### src/rtl/dot_product_accumulator.sv
// Sums every LEN products into one dot-product result; define ACC_SATURATE_EN to clamp instead of wrap.
// Latency: sum visible one cycle after its last term is sampled; all outputs registered.
// Backpressure: output FIFO with valid/ready; input cannot stall, so a push to a full FIFO drops the sum and sets overflow.
module dot_product_accumulator #(
    parameter int PROD_W     = 64,
    parameter int ACC_W      = 72,
    parameter int LEN        = 4,
    parameter int FIFO_DEPTH = 2,
    localparam int IDX_W     = (LEN > 1) ? $clog2(LEN) : 1
) (
    input  logic              clk,
    input  logic              reset,
    input  logic [PROD_W-1:0] prod_in,
    input  logic              prod_valid,
    input  logic              clear,
    output logic [ACC_W-1:0]  sum_out,
    output logic              sum_valid,
    input  logic              sum_ready,
    output logic [IDX_W-1:0]  term_idx,
    output logic              overflow,
    output logic              sat
);

    localparam int PTR_W = (FIFO_DEPTH > 1) ? $clog2(FIFO_DEPTH) : 1;
    localparam int CNT_W = PTR_W + 1;
    localparam logic [IDX_W-1:0] LAST_IDX = IDX_W'(LEN - 1);

    logic [ACC_W-1:0] acc_q, acc_d;
    logic [IDX_W-1:0] idx_q, idx_d;
    logic [ACC_W-1:0] mem_q [FIFO_DEPTH];
    logic [ACC_W-1:0] mem_d [FIFO_DEPTH];
    logic [PTR_W-1:0] rd_q, rd_d, wr_q, wr_d;
    logic [CNT_W-1:0] cnt_q, cnt_d;
    logic [ACC_W-1:0] sum_out_q, sum_out_d;
    logic             sum_valid_q, sum_valid_d;
    logic             ovf_q, ovf_d;

    logic             accept, complete, pop, full, push_ok;
    logic [ACC_W-1:0] addend, prod_ext, next_sum;

    assign accept   = prod_valid & ~clear;
    assign complete = accept & (idx_q == LAST_IDX);
    assign addend   = (idx_q == '0) ? '0 : acc_q;
    assign prod_ext = ACC_W'(prod_in);

`ifdef ACC_SATURATE_EN
    logic [ACC_W:0] add_full;
    logic           sat_q;

    assign add_full = {1'b0, addend} + {1'b0, prod_ext};
    assign next_sum = add_full[ACC_W] ? '1 : add_full[ACC_W-1:0];

    always_ff @(posedge clk) begin
        if (reset)
            sat_q <= 1'b0;
        else if (accept && add_full[ACC_W])
            sat_q <= 1'b1;
    end
    assign sat = sat_q;
`else
    assign next_sum = addend + prod_ext;
    assign sat      = 1'b0;
`endif

    assign full    = (cnt_q == CNT_W'(FIFO_DEPTH));
    assign pop     = sum_valid_q & sum_ready;
    // A full FIFO still accepts the push when the head leaves in the same cycle.
    assign push_ok = complete & (~full | pop);

    always_comb begin
        acc_d = acc_q;
        idx_d = idx_q;
        ovf_d = ovf_q;
        mem_d = mem_q;
        rd_d  = rd_q;
        wr_d  = wr_q;
        cnt_d = cnt_q;

        if (clear) begin
            acc_d = '0;
            idx_d = '0;
        end else if (accept) begin
            acc_d = next_sum;
            idx_d = complete ? '0 : idx_q + IDX_W'(1);
        end

        if (pop)
            rd_d = rd_q + PTR_W'(1);

        if (push_ok) begin
            mem_d[wr_q] = next_sum;
            wr_d        = wr_q + PTR_W'(1);
        end else if (complete) begin
            ovf_d = 1'b1;
        end

        case ({push_ok, pop})
            2'b10:   cnt_d = cnt_q + CNT_W'(1);
            2'b01:   cnt_d = cnt_q - CNT_W'(1);
            default: cnt_d = cnt_q;
        endcase

        // Register the post-update head so sum_out never depends combinationally on inputs.
        sum_valid_d = (cnt_d != '0);
        sum_out_d   = sum_valid_d ? mem_d[rd_d] : '0;
    end

    always_ff @(posedge clk) begin
        if (reset) begin
            acc_q       <= '0;
            idx_q       <= '0;
            rd_q        <= '0;
            wr_q        <= '0;
            cnt_q       <= '0;
            sum_out_q   <= '0;
            sum_valid_q <= 1'b0;
            ovf_q       <= 1'b0;
        end else begin
            acc_q       <= acc_d;
            idx_q       <= idx_d;
            rd_q        <= rd_d;
            wr_q        <= wr_d;
            cnt_q       <= cnt_d;
            sum_out_q   <= sum_out_d;
            sum_valid_q <= sum_valid_d;
            ovf_q       <= ovf_d;
        end
    end

    always_ff @(posedge clk) begin
        mem_q <= mem_d;
    end

    assign sum_out   = sum_out_q;
    assign sum_valid = sum_valid_q;
    assign term_idx  = idx_q;
    assign overflow  = ovf_q;

endmodule

### config.mk
export PLATFORM = sky130hd
export DESIGN_NAME = dot_product_accumulator
export DESIGN_NICKNAME = d
export VERILOG_FILES = /design/src/rtl/dot_product_accumulator.sv
export SDC_FILE = /design/constraint.sdc
export NUM_CORES = 1
export LEC_CHECK = 0
export BUFFER_PORTS_ARGS = -buffer_cell sky130_fd_sc_hd__buf_2
export CORE_AREA = 3 3 174 176
export CTS_CLUSTER_SIZE = 12
export DETAILED_ROUTE_END_ITERATION = 10
export DIE_AREA = 0 0 177 179
export PLACE_DENSITY = 0.69
export SETUP_SLACK_MARGIN = 0.15
export SLEW_MARGIN = 25
export SYNTH_ARGS = -nofsm -noshare
export SYNTH_HDL_FRONTEND = slang
export SYNTH_SLANG_ARGS = --single-unit
### constraint.sdc
create_clock -name clk -period 4.1 [get_ports clk]
set_clock_uncertainty 0.1 [all_clocks]
set_input_delay 0.82 -clock clk [delete_from_list [all_inputs] [get_ports clk]]
set_output_delay 0.82 -clock clk [all_outputs]
set_load 0.01 [all_outputs]
==> results <==
- The flow ran to the end, and the final reports show no timing, DRC or antenna violations.
- The total wirelength of the detailed-routed design is ~41 mm.
- The type of the worst setup path is flip-flop to flip-flop.
- The sequential share of the synthesized area is 0.413.
- The floorplan step set the die height to roughly 180 um.
- Routability-driven placement finished with a final weighted congestion of just over 0.9.
- The placed wire-length estimate after detailed placement is between 20 and 30 mm.
- The pin count of the biggest net entering global routing is 72.
- The most numerous cell type found on the critical path is nor2b_1.
- The number of buffers created by CTS is 34.
- The average vias per placed instance is 5.60.
- Leaving out filler cells and counting taps, the final layout contains around 2300.
- Of the total synthesized cell area, the portion taken by full adders, half adders and majority gates is 0.0599.
- The analysis attributes to cell leakage a power of 6.97 nW.
- The worst hold margin is approximately 0.35 ns.
- The layout overhead on the synthesized area is 20.5%.
- The via count of the first global-routing pass was approximately 12000.
- TritonCTS built the clock tree.
- In this run the count of I/O pins placed on the die edge is around 150.
- Synthesis produced a netlist with a net count of 1895.
- In this run the remaining antenna-violating nets after routing total 0.
- The detailed router finished its first iteration with 800 violations.
- The number of pins with negative max-slew slack in the final report is 0.
- Each instance of the synthesized netlist takes up on average slightly above 8 um2.
- The area of the multi-input gates is approximately 8300 um2.
- The post-synthesis register bit count is about 300.
- The combinational family with the most area after synthesis is compound AO/OA/AOI/OAI gates.
- The number of buffers and inverters on the critical path is 3.
- Setup violations remaining at the end of the flow were counted as 0.
- Setup slack closes at between 0.2 and 0.25 ns.
- The final antenna diode count is 0.
- The overall die area is approximately 32000 um2.
- The region available for standard cell placement spans 28800 um2.
- The clock drives slightly below 300 sinks.
- The total placed instance area is 15700 um2.
- The timing-limited maximum frequency is about 0.26 GHz.
- The global route total overflow is 0.
- The relative slew slack is 0.376.
- The kind of cell adding the most delay to the critical path is compound AO/OA/AOI/OAI gates.
- The longest clock path from root to sink contains 3 buffers.
- The critical path goes through inv_1 > ha_4 > buf_12 > nor2b_1 > ha_1 > and4_4 > nand4_1 > or3_4 > a31oi_4 > nor2b_1 > o41a_1 > buf_4 > o21bai_1 > xnor2_2 > o221ai_1.
- In the finished design, the share of the clock period the worst path needs comes to 0.942.
- In the final layout, the share of cells above drive strength 1 is 0.186.
- Of the total synthesized cell area, the portion taken by XOR and XNOR cells is 0.0428.
- The kind of path behind the tightest hold check is flip-flop to flip-flop.
- The post-synthesis share of cell area spent on and, or, nand and nor gates is 0.212.
- The worst IR drop on VDD is 0.278 mV.
- After filler insertion, the fill cell instance count of the layout stands at 2558.
- Data on the critical path is required at its endpoint by between 4 and 5 ns.
- After synthesis, the share of flip-flops with an asynchronous set or reset is 0.
- The max-capacitance violation count is 0.
- Of the post-synthesis cell area, the part taken by muxes is 0.0115.
- For this run, the number of Yosys warnings is 0.
- Dividing total power by cell area gives a power density of approximately 370 nW/um2.
- After clock tree synthesis, the clock-pin slew on the worst setup and hold paths is about 0.060 ns.
- Leaving out fill and tap cells, the most frequent cells in the layout are dfxtp_1, nand2_1, o21ai_0.
- For this run, the post-layout net count is 2048.
- The total iterations of the first detailed-routing run is 5.
- The final instance area is between 15000 and 20000 um2.
- The post-route minimum period is ~3.9 ns.
- The total number of vias is around 13000.
- The clock tree synthesis step divided the H-tree into 2 levels.
- The area fraction in compound gates after synthesis was 0.227.
- The final routed wire length divided by cell count is about 18 um.
- The worst setup path is launched from a flip-flop.
- The count of standard-cell rows is between 60 and 70.
- Yosys mapped a number of flops with a built-in enable equal to 0.
- The kind of end point of the critical path is a flip-flop.
- The chip width is 177 um.
- The transition at the pin with the smallest max-transition slack is a little over 0.9 ns.
- The footprint of the flip-flops and latches is roughly 6000 um2.
- The total placed cells including tap cells is around 2200.
- The number of endpoints with negative hold slack in the final report is 0.
- The cell count after synthesis came out at 1758.
- The total routing usage reported by global routing is 0.248.
- Setup repair after global routing could not meet its margin everywhere.
- The total DRC errors in the routed layout is 0.
- The cell sitting at the root of the clock tree is a clkbuf_16.
- Hold repair after CTS inserted 0 buffers.
- Data on the critical path arrives at its endpoint at between 4 and 5 ns.
- The initial antenna violation count is 0.
- The library cell used most frequently in the layout, excluding fill and tap cells, is dfxtp_1.
- The first global-routing pass estimated about 64 mm of wire.
- The starting density of the core is 0.498.
- In this run the worst path has a maximum fanout of 16.
- The worst setup timing slack at the placement stage is -0.00204 ns.
- The clock reaches the later pin of the worst-skew pair after 0.51 ns.
- The cell area after synthesis is ~14000 um2.
- The library cell contributing the largest single delay on the critical path is o41a_1.
- The number of distinct library cell variants in the gate-level netlist after synthesis is 81.
- The count of buffers added on input and output ports is about 140.
- On the worst path, the slowest cell contributes a delay of roughly 0.44 ns.
- Among all flip-flop cells after synthesis, the most frequent one is dfxtp_1.
-- path summary, 6_finish.rpt --
kind / start / end / slack (ns) / cells after the start
setup / recovery: term_idx[1] / sum_out[57] / 0.24 / 15
hold / removal: mem_q[53] / mem_q[53] / 0.35 / 2
setup reg to reg: term_idx[1] / sum_out[57] / 0.24 / 15
hold reg to reg: mem_q[53] / mem_q[53] / 0.35 / 2
-- metrics by stage --
stage	utilization	TNS [ns]	power [mW]
after floorplan	-	0	3.28
after CTS	0.585	0	6.38
after global routing	0.600	0	6.57
final	0.600	0	6.36
after detailed placement	0.546	-0.00204	3.44
after global placement	0.546	0	3.44
-- report_power, final --
group | internal [mW] | switching, mW
combinational | 0.182 | 0.310
clock | 1.78 | 1.17
sequential | 2.91 | 0.0145
total | 4.87 | 1.49
-- cell usage after synthesis (21+ instances only) --
master | count | area (um2)
a21oi_1 | 127 | 636
clkbuf_1 | 86 | 323
dfxtp_1 | 296 | 5930
ha_1 | 67 | 838
inv_1 | 21 | 78.8
nand2_1 | 278 | 1040
nand3_1 | 25 | 125
nand4_1 | 24 | 150
nor2_1 | 171 | 642
nor2b_1 | 77 | 482
nor3_1 | 35 | 175
o21ai_0 | 178 | 891
o221ai_1 | 27 | 236
xnor2_1 | 44 | 385
xor2_1 | 26 | 228
-- state kept, by name, indices dropped and copies added (netlist names) --
name,count
sum_out,72
sum_valid,1
acc_q,72
cnt_q,2
term_idx,2
overflow,1
wr_q,1
rd_q,1
mem_q,144
-- per-layer routing --
metal | global-route usage | part of all wire
met4 | 0.0789 | 0.026
met5 | 0 | 0
met3 | 0.0316 | 0.050
met2 | 0.400 | 0.45
met1 | 0.346 | 0.47
-- timing repair --
item	CTS	global route
resized for setup	5	64
setup endpoints to repair	24	124
setup buffers	1	9
pin swaps	2	18
cloned	0	1
-- layout make-up --
class	instances	share of cell area
clock buffer	46	0.0560
clock inverter	9	0.00637
inverter	21	0.00463
multi-input combinational	1338	0.483
sequential	296	0.343
tap	384	0.0278
timing repair buffer	220	0.0794
-- worst register-to-register path: cells and delay by family (launching register included) --
| family | cells | cell delay (ns) |
|---|---|---|
| XOR/XNOR | 1 | 0.18 |
| AND/OR/NAND/NOR | 5 | 0.95 |
| AO/OA/AOI/OAI | 4 | 1.05 |
| buffers and inverters | 3 | 0.50 |
| flip-flops | 1 | 0.33 |
| adder cells (fa/ha/maj) | 2 | 0.61 |
-- logic make-up after synthesis --
logic type / Yosys count
AND/OR/NAND/NOR: 670
AO/OA/AOI/OAI: 513
flip-flops: 296
buffers and inverters: 124
XOR/XNOR: 70
adder cells (fa/ha/maj): 68
multiplexers: 16
other: 1
No activity file was read; power rests on OpenSTA's default activity.
